## src/rtl/fib_sched_pkg.sv

```systemverilog
// Shared definitions for the Fibonacci kernel scheduler: controller state
// encoding, default sizing constants and a small width helper.
package fib_sched_pkg;

   localparam int DEF_NUM_REQ = 4;
   localparam int DEF_DATA_W  = 32;
   localparam int DEF_TIMEOUT = 1024;

   typedef enum logic [2:0] {
      S_IDLE  = 3'd0,
      S_ISSUE = 3'd1,
      S_WAIT  = 3'd2,
      S_RESP  = 3'd3,
      S_ABORT = 3'd4
   } fs_state_e;

   // Index width for a count of n items; never narrower than one bit so
   // degenerate configurations (one requester, TIMEOUT of 1) still elaborate.
   function automatic int fs_idx_w(input int n);
      return (n > 1) ? $clog2(n) : 1;
   endfunction

endpackage

```

## src/rtl/fib_sched_rr.sv

```systemverilog
// Combinational one-hot round-robin pick. The search starts just above the
// previous winner and wraps, so a requester that was just served has the
// lowest priority on the next pick.
module rr_arbiter
   import fib_sched_pkg::*;
#(
   parameter  int NUM_REQ = DEF_NUM_REQ,
   localparam int ID_W    = fs_idx_w(NUM_REQ)
)(
   input  logic [NUM_REQ-1:0] i_req,
   input  logic [ID_W-1:0]    i_last_grant,
   output logic [NUM_REQ-1:0] o_gnt,
   output logic [ID_W-1:0]    o_gnt_id,
   output logic               o_any
);

   logic [NUM_REQ-1:0] w_gnt;
   logic [ID_W-1:0]    w_gnt_id;
   logic               w_found;

   // Two passes: first the indices above last_grant, then the wrap-around
   // part from 0 up to last_grant. First hit wins.
   always_comb begin
      w_gnt    = '0;
      w_gnt_id = '0;
      w_found  = 1'b0;
      for (int j = 0; j < NUM_REQ; j++) begin
         if (!w_found && (j > int'(i_last_grant)) && i_req[j]) begin
            w_found  = 1'b1;
            w_gnt[j] = 1'b1;
            w_gnt_id = ID_W'(j);
         end
      end
      for (int j = 0; j < NUM_REQ; j++) begin
         if (!w_found && i_req[j]) begin
            w_found  = 1'b1;
            w_gnt[j] = 1'b1;
            w_gnt_id = ID_W'(j);
         end
      end
   end

   assign o_gnt    = w_gnt;
   assign o_gnt_id = w_gnt_id;
   assign o_any    = w_found;

endmodule

```

## src/rtl/fib_sched.sv

```systemverilog
// Scheduler that shares one HLS-style Fibonacci kernel between NUM_REQ
// requesters. One request is in flight at a time; the kernel is started,
// watched for completion with a bounded busy timer, and reset if it hangs.
//
// state   | meaning
// --------+-----------------------------------------------------------
// IDLE    | pick a requester round-robin and accept its operand
// ISSUE   | operand on k_n, waiting for kernel idle+ready to pulse k_start
// WAIT    | kernel running, busy counter advancing, watching k_done
// ABORT   | kernel overran the timeout; one-cycle kernel reset, error result
// RESP    | response presented, held until the consumer takes it
module fib_sched
   import fib_sched_pkg::*;
#(
   parameter  int NUM_REQ = DEF_NUM_REQ,
   parameter  int DATA_W  = DEF_DATA_W,
   parameter  int TIMEOUT = DEF_TIMEOUT,
   localparam int ID_W    = fs_idx_w(NUM_REQ),
   localparam int CNT_W   = fs_idx_w(TIMEOUT)
)(
   input  logic                      ap_clk,
   input  logic                      ap_rst,
   // requester side
   input  logic [NUM_REQ-1:0]        req_valid,
   input  logic [NUM_REQ*DATA_W-1:0] req_n,
   output logic [NUM_REQ-1:0]        req_ready,
   // response side
   output logic                      rsp_valid,
   input  logic                      rsp_ready,
   output logic [ID_W-1:0]           rsp_id,
   output logic [DATA_W-1:0]         rsp_data,
   output logic                      rsp_err,
   // kernel side
   output logic                      k_start,
   output logic [DATA_W-1:0]         k_n,
   output logic                      k_rst,
   input  logic                      k_done,
   input  logic                      k_idle,
   input  logic                      k_ready,
   input  logic [DATA_W-1:0]         k_return
);

   localparam logic [ID_W-1:0]  LAST_GRANT_RST = ID_W'(NUM_REQ - 1);
   localparam logic [CNT_W-1:0] CNT_LAST       = CNT_W'(TIMEOUT - 1);
   localparam logic [CNT_W-1:0] CNT_ONE        = CNT_W'(1);

   fs_state_e          r_state;
   logic [ID_W-1:0]    r_last_grant;
   logic [ID_W-1:0]    r_id;
   logic [DATA_W-1:0]  r_n;
   logic [CNT_W-1:0]   r_cnt;
   logic [DATA_W-1:0]  r_rsp_data;
   logic               r_rsp_err;
   logic               r_rsp_valid;

   logic [NUM_REQ-1:0] w_gnt;
   logic [ID_W-1:0]    w_gnt_id;
   logic               w_gnt_any;
   logic               w_idle_ok;
   logic               w_accept;
   logic               w_kick;
   logic               w_abort;
   logic [DATA_W-1:0]  w_opnd;

   rr_arbiter #(
      .NUM_REQ (NUM_REQ)
   ) u_arb (
      .i_req        (req_valid),
      .i_last_grant (r_last_grant),
      .o_gnt        (w_gnt),
      .o_gnt_id     (w_gnt_id),
      .o_any        (w_gnt_any)
   );

   // Grant and start are decoded from the current state so that an accept is
   // followed by k_start on the very next cycle. Both are masked while reset
   // is asserted so nothing is accepted or launched during a reset cycle.
   assign w_idle_ok = (r_state == S_IDLE) && !ap_rst;
   assign w_accept  = w_idle_ok && w_gnt_any;
   assign w_kick    = (r_state == S_ISSUE) && k_idle && k_ready && !ap_rst;
   assign w_abort   = (r_state == S_ABORT);

   // Operand of the granted requester (grant vector is one-hot).
   always_comb begin
      w_opnd = '0;
      for (int j = 0; j < NUM_REQ; j++) begin
         if (w_gnt[j]) begin
            w_opnd = w_opnd | req_n[j*DATA_W +: DATA_W];
         end
      end
   end

   // Controller: state, arbitration history, latched request, busy timer
   // and the response registers.
   always_ff @(posedge ap_clk) begin
      if (ap_rst) begin
         r_state      <= S_IDLE;
         r_last_grant <= LAST_GRANT_RST;
         r_id         <= '0;
         r_n          <= '0;
         r_cnt        <= '0;
         r_rsp_data   <= '0;
         r_rsp_err    <= 1'b0;
         r_rsp_valid  <= 1'b0;
      end else begin
         unique case (r_state)
            S_IDLE: begin
               if (w_accept) begin
                  r_id         <= w_gnt_id;
                  r_n          <= w_opnd;
                  r_last_grant <= w_gnt_id;
                  r_state      <= S_ISSUE;
               end
            end
            S_ISSUE: begin
               if (w_kick) begin
                  r_cnt   <= '0;
                  r_state <= S_WAIT;
               end
            end
            S_WAIT: begin
               // A done left high from the previous run is cleared by the
               // kernel on the start edge, so any done seen here is fresh.
               if (k_done) begin
                  r_rsp_data  <= k_return;
                  r_rsp_err   <= 1'b0;
                  r_rsp_valid <= 1'b1;
                  r_state     <= S_RESP;
               end else if (r_cnt == CNT_LAST) begin
                  r_state <= S_ABORT;
               end else if (r_cnt != '1) begin
                  r_cnt <= r_cnt + CNT_ONE;
               end
            end
            S_ABORT: begin
               r_rsp_data  <= '0;
               r_rsp_err   <= 1'b1;
               r_rsp_valid <= 1'b1;
               r_state     <= S_RESP;
            end
            S_RESP: begin
               if (rsp_ready) begin
                  r_rsp_valid <= 1'b0;
                  r_state     <= S_IDLE;
               end
            end
            default: begin
               r_state <= S_IDLE;
            end
         endcase
      end
   end

   assign req_ready = w_idle_ok ? w_gnt : '0;
   assign k_start   = w_kick;
   assign k_n       = r_n;
   assign k_rst     = ap_rst | w_abort;
   assign rsp_valid = r_rsp_valid;
   assign rsp_id    = r_id;
   assign rsp_data  = r_rsp_data;
   assign rsp_err   = r_rsp_err;

endmodule

```

## config.mk

```make
export PLATFORM = sky130hd
export DESIGN_NAME = fib_sched
export DESIGN_NICKNAME = d
export VERILOG_FILES = /design/src/rtl/fib_sched_pkg.sv /design/src/rtl/fib_sched_rr.sv /design/src/rtl/fib_sched.sv
export SDC_FILE = /design/constraint.sdc
export NUM_CORES = 1
export LEC_CHECK = 0
export ABC_AREA = 1
export CORE_MARGIN = 2
export CORE_UTILIZATION = 42
export DETAILED_ROUTE_END_ITERATION = 8
export GPL_TIMING_DRIVEN = 1
export HOLD_SLACK_MARGIN = 0.1
export PLACE_DENSITY = 0.95
export SYNTH_ARGS = -nofsm -noshare
export SYNTH_HDL_FRONTEND = slang
export SYNTH_SLANG_ARGS = --single-unit
```

## constraint.sdc

```tcl
create_clock -name ap_clk -period 3.2 [get_ports ap_clk]
set_input_delay 0.32 -clock ap_clk [delete_from_list [all_inputs] [get_ports ap_clk]]
set_output_delay 0.32 -clock ap_clk [all_outputs]
set_load 0.02 [all_outputs]
```

==> flow_metrics.env, run 1 <==
export IMPL_outcome="finished, final reports clean"
export IMPL_grt_max_degree=35
export IMPL_yosys_warnings=0
export IMPL_arrival_ps=2270
export IMPL_antenna_left=0
export IMPL_rows=37
export IMPL_syn_instance_count=712
export IMPL_syn_cell_area_sq_mm=0.00438
export IMPL_overflow=0
export IMPL_ys_types=26
export IMPL_maxSlewHeadroom=0.541
export IMPL_synth_edf_count=0
export IMPL_fill_cells=847
export IMPL_intPower_w=0.00273
export IMPL_instances_no_fill=1082
export IMPL_hold_depth=2
export IMPL_io_buffer_count=243
export IMPL_startpoint_type="input port"
export IMPL_synth_main_ff_cell="dfxtp_1"
export IMPL_cp_data_required_time_ps=2880
export IMPL_tritoncts="built"
export IMPL_start_util=0.428
export IMPL_finClkSkew_ps=10.2
export IMPL_p_sw_w=0.00204
export IMPL_diodes=0
export IMPL_drv_slew=0
export IMPL_cts_setup_buffers=0
export IMPL_drv_cap=0
export IMPL_cts_clk_slew_worst_paths_ps=90
export IMPL_endpoint_kind="primary output"
export IMPL_fmax_mhz=387
export IMPL_nets=1112
export IMPL_drive_above_1_share=0.0476
export IMPL_place_hpwl_um=10400
export IMPL_grtUsageTotal=0.247
export IMPL_rsz0062_at_grt="false"
export IMPL_postCtsResizedCells=0
export IMPL_finalPower_w=0.00477
export IMPL_die_area_sq_mm=0.0113
export IMPL_avgSynthCellArea_sq_um=6.15
export IMPL_clkSinkCount=83
export IMPL_place_area_sq_mm=0.00686
export IMPL_syn_nets=883
export IMPL_core_area_sq_mm=0.0102
export IMPL_setup_violations=0
export IMPL_dieWidth_um=106
export IMPL_final_hold_viol_count=0
export IMPL_tns_ps=0
export IMPL_swShare=0.428
export IMPL_drt_iter0_drc=313
export IMPL_power_density_mw_per_mm2=676
export IMPL_ios=244
export IMPL_combinationalPowerShare=0.524
export IMPL_worst_r2r_path_depth=10
export IMPL_vias_per_cell=4.75
export IMPL_grt_pass1_wl_um=22700
export IMPL_final_cell_area_sq_mm=0.00705
export IMPL_clockBufferDepth=2
export IMPL_hold_path_class="register to register"
export IMPL_min_period_ps=2590
export IMPL_grt_pass1_vias=5038
export IMPL_synth_seq_area_share=0.379
export IMPL_gp_congestion=0.948
export IMPL_worstMarginPinSlew_ps=686
export IMPL_antenna_found_initial=0
export IMPL_crit_type="input port to primary output"
export IMPL_period_share=0.808
export IMPL_cts_buffers=9
export IMPL_cp_max_fo=5
export IMPL_drc_errors=0
export IMPL_hold_buffers=0
export IMPL_seqPwrFrac=0.323
export IMPL_synth_seq_cells=83
export IMPL_die_y_um=106
export IMPL_max_vdd_ir_drop_uv=369
export IMPL_p_leak_nw=3.20
export IMPL_routed_wl_um=13700
export IMPL_dpl_cell_count=1066
export IMPL_area_growth_syn_to_layout_pct=60.9
export IMPL_synthArstFlopShare=0
export IMPL_cts_root_buffer="clkbuf_8"
export IMPL_dr_pass1_iters=5
export IMPL_pwr_share_clk=0.153
export IMPL_clk_latency_ps=360
export IMPL_cts_max_level=3
export IMPL_avgRoutedWirePerCell_um=12.6
export IMPL_vias=5140
==> stage by stage <==
| step | hold WS, ps | utilization | worst slack [ps] |
|---|---|---|---|
| detailed placement | 448 | 0.671 | 638 |
| global route | 489 | 0.689 | 494 |
| finish | 464 | 0.689 | 613 |
| global placement | 438 | 0.671 | 650 |
| CTS | 464 | 0.689 | 607 |
| floorplan | 428 | - | 1590 |
==> per-layer routing <==
layer	GRT usage	part of all wire
met5	0	0
met4	0.103	0.033
met3	0.0693	0.079
met2	0.432	0.49
met1	0.281	0.40
==> registers in the layout, summed over array words and instances (netlist names) <==
signal	flops
k_n	32
rsp_data	32
r_cnt	10
r_state	3
r_last_grant	2
rsp_id	2
rsp_err	1
rsp_valid	1
==> cell families (layout without fill, tap and decap cells) <==
family	Yosys count	after routing	share of synthesized area
compound gates	26	26	0.0334
xor+xnor	1	1	0.00200
fa+ha+maj	1	1	0.00286
buf+inv	126	360	0.124
flops	83	83	0.379
simple gates	475	475	0.459
==> cells in the final DEF, fill, tap and decap left out, drive strengths merged <==
cell           instances
o21ai                  7
dfxtp                 83
nand3                 80
clkdlybuf4s50        243
nor3b                  1
clkinvlp               1
buf                    8
and3                   1
nor3                  39
ha                     1
a31oi                  1
nand4                  3
inv                   98
nor2                 180
clkinv                 1
o22a                   1
a41oi                  1
xor2                   1
clkbuf                 9
a21oi                 16
nand2                171
==> power by group through the flow <==
stage               Clock [W]  Combinational [W]  Sequential (W)
floorplan                   0            0.00112         0.00188
global placement            0            0.00246         0.00155
detailed placement          0            0.00250         0.00156
CTS                  0.000750            0.00251         0.00154
global route         0.000803            0.00273         0.00157
finish               0.000729            0.00250         0.00154
==> final timing paths <==
path / to / slack [ps] / startpoint
worst max-delay path: req_ready[3] / 610 / req_valid[3]
worst min-delay path: r_cnt[4] / 460 / r_cnt[4]
worst max register to register: k_n[15] / 1200 / r_last_grant[1]
worst min register to register: r_cnt[4] / 460 / r_cnt[4]
==> critical path, stage by stage <==
cell	delay, ps
clkdlybuf4s50_1	520
nand2_2	180
nand3_2	120
nor2_4	130
nand4_2	150
a21oi_1	180
clkdlybuf4s50_1	660
==> Yosys cell counts, drive strengths merged (3+ instances only) <==
library cell | instances | area, sq um
o21ai | 7 | 35.0
inv | 92 | 345
dfxtp | 83 | 1660
nor3 | 39 | 195
nand2 | 171 | 672
clkbuf | 12 | 45.0
nand4 | 3 | 25.0
buf | 21 | 149
nand3 | 80 | 415
a21oi | 16 | 80.1
nor2 | 180 | 683
==> area by class of cell <==
class                   count  area [sq um]  area share
multi-input cells         503          2190       0.310
inverters                  93           349      0.0495
clock buffers               9           124      0.0176
well taps                 136           170      0.0241
repair buffers            251          2490       0.354
flip-flops and latches     83          1660       0.236
clock inverters             7          62.6     0.00888
Note: power is estimated with default switching activity, not from simulation.
==> run 2, diff against run 1 <==
CORE_UTILIZATION = 39   (was 42)
PLACE_DENSITY = 0.91   (was 0.95)
clock period = 2.6 ns   (was 3.2 ns; I/O delays follow)
==> flow_metrics.env, run 2 (synthesized netlist as in run 1, its figures left out) <==
export IMPL_crit_type="register to primary output"
export IMPL_clockBufferDepth=2
export IMPL_grtUsageTotal=0.233
export IMPL_final_cell_area_sq_mm=0.00707
export IMPL_rsz0062_at_grt="false"
export IMPL_endpoint_kind="primary output"
export IMPL_start_util=0.402
export IMPL_nets=1113
export IMPL_hold_ws_ps=462
export IMPL_clk_latency_ps=350
export IMPL_place_hpwl_um=10500
export IMPL_antenna_left=0
export IMPL_cts_root_buffer="clkbuf_8"
export IMPL_die_y_um=110
export IMPL_reg2reg_from="r_last_grant[1]"
export IMPL_critPathMostFrequentCell="nand3_2"
export IMPL_diodes=0
export IMPL_rrSetupSlack_ps=720
export IMPL_cts_clk_slew_worst_paths_ps=100
export IMPL_tritoncts="built"
export IMPL_io_buffer_count=243
export IMPL_period_share=0.933
export IMPL_cts_buffers=9
export IMPL_grt_pass1_vias=4953
export IMPL_arrival_ps=2170
export IMPL_routed_wl_um=13900
export IMPL_drt_iter0_drc=350
export IMPL_antenna_found_initial=0
export IMPL_core_area_sq_mm=0.0109
export IMPL_maxSlewHeadroom=0.575
export IMPL_overflow=0
export IMPL_postCtsResizedCells=0
export IMPL_worstReg2RegEnd="k_n[27]"
export IMPL_setup_violations=0
export IMPL_cp_max_fo=4
export IMPL_hold_depth=2
export IMPL_worstMarginPinSlew_ps=636
export IMPL_grt_pass1_wl_um=22300
export IMPL_cp_slowest_cell="clkdlybuf4s50_1"
export IMPL_avgRoutedWirePerCell_um=12.8
export IMPL_final_hold_viol_count=0
export IMPL_ios=244
export IMPL_min_period_ps=2430
export IMPL_max_vdd_ir_drop_uv=498
export IMPL_vias=5133
export IMPL_fmax_mhz=412
export IMPL_worst_r2r_path_depth=11
export IMPL_final_common_cell="clkdlybuf4s50_1"
export IMPL_min_to="r_cnt[4]"
export IMPL_finClkSkew_ps=10.7
export IMPL_crit_chain="inv_1 -> nand3_1 -> nand3_2 -> nor2_4 -> nand3_2 -> a21oi_1 -> clkdlybuf4s50_1"
export IMPL_final_cell_mix="clkdlybuf4s50_1 (242), nor2_1 (179), nand2_1 (159)"
export IMPL_gp_congestion=0.860
export IMPL_hold_path_class="register to register"
export IMPL_outcome="finished, final reports clean"
export IMPL_cp_data_required_time_ps=2340
export IMPL_dieWidth_um=110
export IMPL_clkSinkCount=83
export IMPL_drc_errors=0
export IMPL_grt_max_degree=39
export IMPL_critical_path_max_stage_delay_ps=640
export IMPL_tns_ps=0
export IMPL_startpoint_type="register"
export IMPL_rows=38
export IMPL_hold_start="r_cnt[4]"
export IMPL_p_leak_nw=3.23
export IMPL_drive_above_1_share=0.0486
export IMPL_area_growth_syn_to_layout_pct=61.4
export IMPL_power_density_mw_per_mm2=833
export IMPL_dpl_cell_count=1071
export IMPL_place_area_sq_mm=0.00688
export IMPL_cts_setup_buffers=0
export IMPL_drv_slew=0
export IMPL_instances_no_fill=1087
export IMPL_drv_cap=0
export IMPL_die_area_sq_mm=0.0121
export IMPL_cts_max_level=3
export IMPL_utilization=0.649
export IMPL_hold_buffers=0
export IMPL_vias_per_cell=4.72
export IMPL_dr_pass1_iters=4
==> run 2: cell count changes in the layout (fill, tap and decap cells not counted) <==
cell / previous run / this run
inv_6: 5 / 1
a41oi_2: 0 / 1
dlymetal6s2s_1: 0 / 1
buf_12: 0 / 1
inv_8: 1 / 4
clkdlybuf4s50_1: 243 / 242
clkinvlp_4: 1 / 2
a41oi_4: 1 / 0
==> run 2: critical path, delay by kind of cell (launching register included) <==
kind | cells | cell delay (ps)
and+or+nand+nor | 4 | 470
AOI/OAI and AO/OA | 1 | 200
DFF | 1 | 420
buffers and inverters | 2 | 730
==> run 2: where the power goes <==
group          total (W)  leakage, nW  internal [W]  switching (W)
Sequential       0.00189        0.679       0.00166       0.000221
Combinational    0.00309         2.46       0.00133        0.00176
Clock           0.000914       0.0937      0.000377       0.000536
==> run 2: worst max path at each step <==
stage,slack (ps),startpoint,endpoint,cells past startpoint
2_1_floorplan,1050,r_cnt[0],r_cnt[8],10
3_3_place_gp,270,req_valid[3],req_ready[3],7
3_5_place_dp,200,req_valid[3],req_ready[3],7
4_1_cts,130,r_last_grant[1],req_ready[3],7
5_1_grt,4,r_last_grant[1],req_ready[2],7
6_report,170,r_last_grant[1],req_ready[2],7
==> run 2: stage by stage <==
stage / power (W) / setup WS, ps
3_3_place_gp: 0.00495 / 275
6_report: 0.00589 / 175
3_5_place_dp: 0.00501 / 200
2_1_floorplan: 0.00370 / 1050
4_1_cts: 0.00594 / 135
5_1_grt: 0.00633 / 4.09
==> run 2: cell type report <==
type	count	area (sq um)
clock inverter	7	68.8
multi-input combinational	503	2180
sequential	83	1660
fill	948	3820
timing repair buffer	252	2510
clock buffer	9	124
inverter	93	349
tap	140	175
==> run 2: metal layers <==
layer,GRT usage,part of all wire,vias up
li1,-,-,2643
met1,0.254,0.38,2247
met2,0.412,0.49,209
met3,0.0682,0.088,34
met4,0.111,0.034,0
met5,0,0,-
==> run 3, diff against run 2 <==
TNS_END_PERCENT = 50   (was not set)
==> results of run 3 <==
Final layout, timing and power as in run 2 (identical DEF).
